<file path="src/rtl/reg_writeback_m_pkg.sv">
`default_nettype none
// ============================================================================
// Module   : xm_wb_pkg
// Brief    : Shared types and constants for the XMakina writeback queue.
// Revision : 1.0 - initial release
// ============================================================================
package xm_wb_pkg;

  localparam int c_REG_WIDTH  = 16;
  localparam int c_REG_COUNT  = 8;
  localparam int c_ADDR_WIDTH = $clog2(c_REG_COUNT);
  localparam int c_HALF_WIDTH = c_REG_WIDTH / 2;

  localparam logic [1:0] WR_EN_WORD = 2'b11;
  localparam logic [1:0] WR_EN_BYTE = 2'b10;
  localparam logic [1:0] WR_EN_NONE = 2'b00;

  localparam logic [c_ADDR_WIDTH-1:0] PC_ADDR = c_ADDR_WIDTH'(7);

  typedef struct packed {
    logic [c_ADDR_WIDTH-1:0] addr;
    logic [c_REG_WIDTH-1:0]  data;
    logic                    byte_wr;
  } wb_entry_t;

  function automatic logic [c_REG_COUNT-1:0] addr_onehot(input logic [c_ADDR_WIDTH-1:0] addr);
    logic [c_REG_COUNT-1:0] v;
    v       = '0;
    v[addr] = 1'b1;
    return v;
  endfunction

endpackage
`default_nettype wire

</file>
<file path="src/rtl/reg_writeback_m_if.sv">
`default_nettype none
// ============================================================================
// Module   : reg_writeback_m_if
// Brief    : Request side, register-file write port and status of the queue.
// Revision : 1.0 - initial release
// ============================================================================
interface reg_writeback_m_if #(
  parameter int REG_WIDTH = 16,
  parameter int REG_COUNT = 8,
  parameter int DEPTH     = 4
);
  localparam int c_ADDR_W = $clog2(REG_COUNT);
  localparam int c_CNT_W  = $clog2(DEPTH) + 1;

  logic                 req_valid;
  logic                 req_ready;
  logic [c_ADDR_W-1:0]  req_addr;
  logic [REG_WIDTH-1:0] req_data;
  logic                 req_byte;
  logic                 wr_hold;
  logic                 flush;

  logic [1:0]           wr_en;
  logic [c_ADDR_W-1:0]  wr_addr;
  logic [REG_WIDTH-1:0] wr_data;
  logic [REG_COUNT-1:0] pending;
  logic [c_CNT_W-1:0]   count;
  logic                 full;
  logic                 empty;

  modport master (
    output req_valid, req_addr, req_data, req_byte, wr_hold, flush,
    input  req_ready, wr_en, wr_addr, wr_data, pending, count, full, empty
  );

  modport slave (
    input  req_valid, req_addr, req_data, req_byte, wr_hold, flush,
    output req_ready, wr_en, wr_addr, wr_data, pending, count, full, empty
  );
endinterface
`default_nettype wire

</file>
<file path="src/rtl/reg_writeback_m_fifo.sv">
`default_nettype none
// ============================================================================
// Module   : wb_fifo_m
// Brief    : DEPTH-entry in-order FIFO of writeback entries with flush.
// Revision : 1.0 - initial release
// ============================================================================
module wb_fifo_m
  import xm_wb_pkg::*;
#(
  parameter int DEPTH = 4
) (
  input  wire logic                       clk,
  input  wire logic                       rst,
  input  wire logic                       push,
  input  wire wb_entry_t                  push_entry,
  input  wire logic                       pop,
  input  wire logic                       flush,
  output wb_entry_t                       head,
  output wb_entry_t                       slots [DEPTH],
  output logic      [DEPTH-1:0]           slot_vld,
  output logic      [$clog2(DEPTH):0]     count,
  output logic                            full,
  output logic                            empty
);
  localparam int c_PTR_W = $clog2(DEPTH);

  wb_entry_t            r_mem [DEPTH];
  logic [DEPTH-1:0]     r_vld;
  logic [c_PTR_W-1:0]   r_wr_ptr;
  logic [c_PTR_W-1:0]   r_rd_ptr;
  logic [c_PTR_W:0]     r_count;

  logic                 w_push;
  logic                 w_pop;

  // Guard locally so a misbehaving caller can never corrupt occupancy.
  assign w_push = push & ~full;
  assign w_pop  = pop & ~empty;

  always_ff @(posedge clk or posedge rst) begin
    if (rst) begin
      r_wr_ptr <= '0;
      r_rd_ptr <= '0;
      r_count  <= '0;
      r_vld    <= '0;
      for (int i = 0; i < DEPTH; i++) begin
        r_mem[i] <= '0;
      end
    end else if (flush) begin
      r_wr_ptr <= '0;
      r_rd_ptr <= '0;
      r_count  <= '0;
      r_vld    <= '0;
    end else begin
      if (w_push) begin
        r_mem[r_wr_ptr] <= push_entry;
        r_vld[r_wr_ptr] <= 1'b1;
        r_wr_ptr        <= r_wr_ptr + 1'b1;
      end
      if (w_pop) begin
        r_vld[r_rd_ptr] <= 1'b0;
        r_rd_ptr        <= r_rd_ptr + 1'b1;
      end
      case ({w_push, w_pop})
        2'b10:   r_count <= r_count + 1'b1;
        2'b01:   r_count <= r_count - 1'b1;
        default: r_count <= r_count;
      endcase
    end
  end

  assign head     = r_mem[r_rd_ptr];
  assign slots    = r_mem;
  assign slot_vld = r_vld;
  assign count    = r_count;
  assign full     = (r_count == (c_PTR_W+1)'(DEPTH));
  assign empty    = (r_count == '0);

endmodule
`default_nettype wire

</file>
<file path="src/rtl/reg_writeback_m.sv">
`default_nettype none
// ============================================================================
// Module   : reg_writeback_m
// Brief    : In-order writeback queue driving the register file write port.
// Revision : 1.0 - initial release
// ============================================================================
module reg_writeback_m
  import xm_wb_pkg::*;
#(
  parameter int REG_WIDTH = c_REG_WIDTH,
  parameter int REG_COUNT = c_REG_COUNT,
  parameter int DEPTH     = 4
) (
  input wire logic          clk,
  input wire logic          rst,
  reg_writeback_m_if.slave  bus
);
  localparam int c_HALF = REG_WIDTH / 2;

  wb_entry_t              w_entry;
  wb_entry_t              w_head;
  wb_entry_t              w_slots [DEPTH];
  logic [DEPTH-1:0]       w_slot_vld;
  logic [$clog2(DEPTH):0] w_count;
  logic                   w_full;
  logic                   w_empty;
  logic                   w_push;
  logic                   w_drain;
  logic [REG_COUNT-1:0]   w_slot_mask [DEPTH];
  logic [REG_COUNT-1:0]   w_pending;

  // No pass-through when full: a same-cycle drain does not open a slot.
  assign bus.req_ready = ~w_full & ~bus.flush;
  assign w_push        = bus.req_valid & bus.req_ready;
  assign w_drain       = ~w_empty & ~bus.wr_hold & ~bus.flush;

  assign w_entry.addr    = bus.req_addr;
  assign w_entry.data    = bus.req_data;
  assign w_entry.byte_wr = bus.req_byte;

  wb_fifo_m #(
    .DEPTH (DEPTH)
  ) u_fifo (
    .clk        (clk),
    .rst        (rst),
    .push       (w_push),
    .push_entry (w_entry),
    .pop        (w_drain),
    .flush      (bus.flush),
    .head       (w_head),
    .slots      (w_slots),
    .slot_vld   (w_slot_vld),
    .count      (w_count),
    .full       (w_full),
    .empty      (w_empty)
  );

  // R7 (PC_ADDR) gets no special treatment; the register file decodes it.
  always_comb begin
    bus.wr_en   = WR_EN_NONE;
    bus.wr_addr = '0;
    bus.wr_data = '0;
    if (w_drain) begin
      bus.wr_addr = w_head.addr;
      if (w_head.byte_wr) begin
        bus.wr_en   = WR_EN_BYTE;
        bus.wr_data = {{(REG_WIDTH-c_HALF){1'b0}}, w_head.data[c_HALF-1:0]};
      end else begin
        bus.wr_en   = WR_EN_WORD;
        bus.wr_data = w_head.data;
      end
    end
  end

  generate
    for (genvar gi = 0; gi < DEPTH; gi++) begin : g_pending
      assign w_slot_mask[gi] = w_slot_vld[gi] ? addr_onehot(w_slots[gi].addr) : '0;
    end
  endgenerate

  always_comb begin
    w_pending = '0;
    for (int i = 0; i < DEPTH; i++) begin
      w_pending = w_pending | w_slot_mask[i];
    end
  end

  assign bus.pending = w_pending;
  assign bus.count   = w_count;
  assign bus.full    = w_full;
  assign bus.empty   = w_empty;

endmodule
`default_nettype wire

</file>
<file path="src/flat_wrapper.sv">
// flat-port wrapper written by rule: the top's interface ports become plain ports
module reg_writeback_m_flat import xm_wb_pkg::*;
#(
  parameter int REG_WIDTH = c_REG_WIDTH,
  parameter int REG_COUNT = c_REG_COUNT,
  parameter int DEPTH     = 4
)
  (clk, rst, bus_req_valid, bus_req_addr, bus_req_data, bus_req_byte, bus_wr_hold, bus_flush, bus_req_ready, bus_wr_en, bus_wr_addr, bus_wr_data, bus_pending, bus_count, bus_full, bus_empty);
  reg_writeback_m_if #(.REG_WIDTH(REG_WIDTH), .REG_COUNT(REG_COUNT), .DEPTH(DEPTH)) bus_i ();
  input wire logic clk;
  input wire logic rst;
  input wire logic [$bits(bus_i.req_valid)-1:0] bus_req_valid;
  input wire logic [$bits(bus_i.req_addr)-1:0] bus_req_addr;
  input wire logic [$bits(bus_i.req_data)-1:0] bus_req_data;
  input wire logic [$bits(bus_i.req_byte)-1:0] bus_req_byte;
  input wire logic [$bits(bus_i.wr_hold)-1:0] bus_wr_hold;
  input wire logic [$bits(bus_i.flush)-1:0] bus_flush;
  output wire logic [$bits(bus_i.req_ready)-1:0] bus_req_ready;
  output wire logic [$bits(bus_i.wr_en)-1:0] bus_wr_en;
  output wire logic [$bits(bus_i.wr_addr)-1:0] bus_wr_addr;
  output wire logic [$bits(bus_i.wr_data)-1:0] bus_wr_data;
  output wire logic [$bits(bus_i.pending)-1:0] bus_pending;
  output wire logic [$bits(bus_i.count)-1:0] bus_count;
  output wire logic [$bits(bus_i.full)-1:0] bus_full;
  output wire logic [$bits(bus_i.empty)-1:0] bus_empty;
  assign bus_i.req_valid = bus_req_valid;
  assign bus_i.req_addr = bus_req_addr;
  assign bus_i.req_data = bus_req_data;
  assign bus_i.req_byte = bus_req_byte;
  assign bus_i.wr_hold = bus_wr_hold;
  assign bus_i.flush = bus_flush;
  assign bus_req_ready = bus_i.req_ready;
  assign bus_wr_en = bus_i.wr_en;
  assign bus_wr_addr = bus_i.wr_addr;
  assign bus_wr_data = bus_i.wr_data;
  assign bus_pending = bus_i.pending;
  assign bus_count = bus_i.count;
  assign bus_full = bus_i.full;
  assign bus_empty = bus_i.empty;
  reg_writeback_m #(.REG_WIDTH(REG_WIDTH), .REG_COUNT(REG_COUNT), .DEPTH(DEPTH)) u_core (.clk(clk), .rst(rst), .bus(bus_i));
endmodule
</file>
<file path="config.mk">
export PLATFORM = sky130hd
export DESIGN_NAME = reg_writeback_m_flat
export DESIGN_NICKNAME = d
export VERILOG_FILES = /design/src/rtl/reg_writeback_m_pkg.sv /design/src/rtl/reg_writeback_m_if.sv /design/src/rtl/reg_writeback_m_fifo.sv /design/src/rtl/reg_writeback_m.sv /design/src/flat_wrapper.sv
export SDC_FILE = /design/constraint.sdc
export NUM_CORES = 1
export LEC_CHECK = 0
export CAP_MARGIN = 5
export CELL_PAD_IN_SITES_DETAIL_PLACEMENT = 2
export CELL_PAD_IN_SITES_GLOBAL_PLACEMENT = 2
export CORE_MARGIN = 1.5
export CORE_UTILIZATION = 25
export DETAILED_ROUTE_END_ITERATION = 7
export HOLD_SLACK_MARGIN = 0.03
export PLACE_DENSITY = 0.65
export SLEW_MARGIN = 20
export SYNTH_ARGS = -nofsm -noshare
export SYNTH_HDL_FRONTEND = slang
export SYNTH_SLANG_ARGS = --single-unit
</file>
<file path="constraint.sdc">
create_clock -name clk -period 5 [get_ports clk]
set_input_delay 1 -clock clk [delete_from_list [all_inputs] [get_ports clk]]
set_output_delay 1 -clock clk [all_outputs]
set_load 0.02 [all_outputs]
</file>
==> results.json <==
{
  "status": "complete, but fails checks",
  "violations": "design-rule violations",
  "htreeDepth": 3,
  "fin_tns_setup_ns": 0,
  "clock_latency_ns": 0.35,
  "worst_pin_slew_ns": 0.960,
  "drtIter0Drc": 123,
  "clock_sinks": 91,
  "finalSetupViolCount": 0,
  "most-common-layout-cells": "91 x dfrtp_1, 72 x mux2_2, 59 x clkdlybuf4s50_1, 20 x mux4_2",
  "grt_max_degree": 54,
  "min_path_type": "flip-flop to flip-flop",
  "end_kind": "output port",
  "cp-startpoint": "bus_wr_hold",
  "antenna_found_initial": 0,
  "drcViolationCount": 10,
  "layoutNonFillerInstCount": 627,
  "io_pins": 60,
  "synth_top_family_by_area": "multiplexers",
  "powerDensity_nw_per_um2": 479,
  "crit_fanout": 10,
  "die_x_um": 139,
  "routed_wl_um": 11700,
  "ys.flop_type": "dfrtp_1",
  "ys_seq_elements": 91,
  "slew_headroom": 0.359,
  "n_fill_cell": 1867,
  "start_util": 0.256,
  "finalPower_w": 0.00276,
  "worst_ir_drop_vdd_uv": 227,
  "fin_nets": 427,
  "drtAntennaViolNets": 0,
  "min-delay-start": "u_core.u_fifo.slots[6]",
  "grt_pass1_vias": 3493,
  "coreArea_sq_um": 18100,
  "crit_path_end": "bus_wr_data[8]",
  "post-route-period-util": 0.830,
  "maxCapViolations": 0,
  "worstPathRequired_ns": 4.00,
  "async_flop_share": 1.00,
  "place.gp.congestion": 0.775,
  "synth.yosys.seq_area_share": 0.491,
  "r2r_start": "u_core.u_fifo.count[0]",
  "area_growth_syn_to_layout_pct": 24.5,
  "hold_violations": 0,
  "wire_per_inst_um": 18.7,
  "synth_fa_ha_area_frac": 0.0259,
  "drive_gt1_frac": 0.337,
  "yosys.area_share.simple": 0.0864,
  "dp.cells": 611,
  "grt_pass1_wl_um": 19300,
  "critPathLaunchType": "primary input",
  "regArea_sq_um": 2280,
  "ff2ff_setup_slack_ns": 2.58,
  "synthesis.area_sq_um": 4640,
  "io_buffer_count": 59,
  "netlist_instances": 331,
  "multi_input_area_sq_um": 2180,
  "routed-via-count": 2956,
  "reg2reg_depth": 8,
  "synth_cell_types": 41,
  "cts.path.max_buffers": 2,
  "synth_warnings": 0,
  "cp.arrival_ns": 3.15,
  "cts_resized": 0,
  "synth_edf_count": 0,
  "routed_via_density": 4.71,
  "syn_avg_cell_area_sq_um": 14.0,
  "numCtsBuffers": 9,
  "cts_tree": "yes",
  "min_path_cells": 1,
  "synth_xor_area_frac": 0.00540,
  "die_h_um": 139,
  "stdcell_area_sq_um": 5770,
  "dr.pass1.iters": 6,
  "path_class": "primary input to output port",
  "layout_commonest_cell": "dfrtp_1",
  "place_hpwl_um": 7940,
  "period_needed_ns": 4.15,
  "fin_skew_ns": 0.00547,
  "cts_setup_buffers": 0,
  "synth-compound-area-share": 0.0467,
  "clk_pin_slew_ns": 0.06,
  "rsz0062_at_grt": "no",
  "n_antenna_cell": 0,
  "synth.net_count": 365,
  "timing.rr.end": "u_core.u_fifo.count[2]",
  "grt_overflow": 0,
  "leakage_nw": 2.41,
  "max_freq_mhz": 241,
  "grt.total_usage": 0.130,
  "placed_area_sq_um": 5450,
  "clock-root-buffer": "clkbuf_16",
  "final-max-slew-violation-count": 0,
  "synth_mux_area_frac": 0.306,
  "dieArea_sq_um": 19400,
  "row_count": 49,
  "ctsHoldBuffers": 0
}
==> sequential cells by signal, indices dropped and copies added (netlist names) <==
| register | flops |
|---|---|
| u_core.u_fifo.slots | 80 |
| u_core.u_fifo.slot_vld | 4 |
| u_core.u_fifo.count | 3 |
| u_core.u_fifo.r_rd_ptr | 2 |
| u_core.u_fifo.r_wr_ptr | 2 |
==> cells in the mapped netlist (2+ instances only) <==
cell / number / area share
nand2_1: 13 / 0.011
and2_1: 11 / 0.015
nor3b_4: 2 / 0.0081
o32ai_1: 2 / 0.0038
mux2_4: 9 / 0.029
mux2i_1: 2 / 0.0043
buf_2: 6 / 0.0065
a221oi_1: 5 / 0.0094
mux4_2: 20 / 0.097
nand2b_1: 9 / 0.012
a221o_1: 2 / 0.0043
o221ai_1: 6 / 0.011
a31oi_1: 4 / 0.0054
nor3_1: 4 / 0.0043
inv_1: 11 / 0.0089
mux2_2: 72 / 0.17
nor2b_1: 12 / 0.016
clkbuf_1: 2 / 0.0016
ha_1: 8 / 0.022
buf_6: 8 / 0.019
nor2_1: 13 / 0.011
dfrtp_1: 91 / 0.49
==> layer usage <==
metal | GRT usage | vias up | part of all wire
li1 | - | 1332 | -
met2 | 0.227 | 50 | 0.51
met4 | 0.0353 | 0 | 0.011
met5 | 0 | - | 0
met1 | 0.155 | 1564 | 0.43
met3 | 0.0411 | 10 | 0.048
==> metrics by stage <==
stage | setup slack, ns | util | hold slack [ns]
after floorplan | 1.64 | - | 0.474
after global placement | 0.831 | 0.301 | 0.481
after detailed placement | 0.763 | 0.301 | 0.492
after CTS | 0.767 | 0.319 | 0.506
after global routing | 0.676 | 0.319 | 0.521
final | 0.851 | 0.319 | 0.501
==> report_power, final <==
group	switching, W	internal (W)	total (W)
clock	0.000301	0.000441	0.000742
sequential	0.000208	0.00100	0.00121
combinational	0.000307	0.000501	0.000808
total	0.000816	0.00195	0.00276
==> critical path, cell delays in order <==
cell             delay (ns)
clkdlybuf4s50_1        0.52
or3_4                  0.45
inv_2                  0.18
nand2b_2               0.20
nor2b_1                0.15
clkdlybuf4s50_1        0.65
==> worst min-delay path by stage <==
| stage | slack, ns | to |
|---|---|---|
| floorplan | 0.47 | u_core.u_fifo.slots[20] |
| global placement | 0.48 | u_core.u_fifo.slots[20] |
| detailed placement | 0.49 | u_core.u_fifo.slots[47] |
| CTS | 0.51 | u_core.u_fifo.slots[47] |
| global route | 0.52 | u_core.u_fifo.slots[32] |
| finish | 0.50 | u_core.u_fifo.slots[6] |
==> area by class of cell <==
cell class              count  share of cell area
inverters                  12             0.00802
clock buffers               9              0.0390
repair buffers             68               0.114
clock inverters             7              0.0173
multi-input cells         211               0.377
flip-flops and latches     91               0.395
well taps                 229              0.0496
==> logic make-up (layout without fill, tap and decap cells) <==
kind of cell	Yosys count	in the layout
AO/OA/AOI/OAI	27	27
adder cells (fa/ha/maj)	9	9
AND/OR/NAND/NOR	70	70
flip-flops	91	91
multiplexers	103	103
XOR/XNOR	2	2
buffers and inverters	29	96
Note: power is estimated with default switching activity, not from simulation.
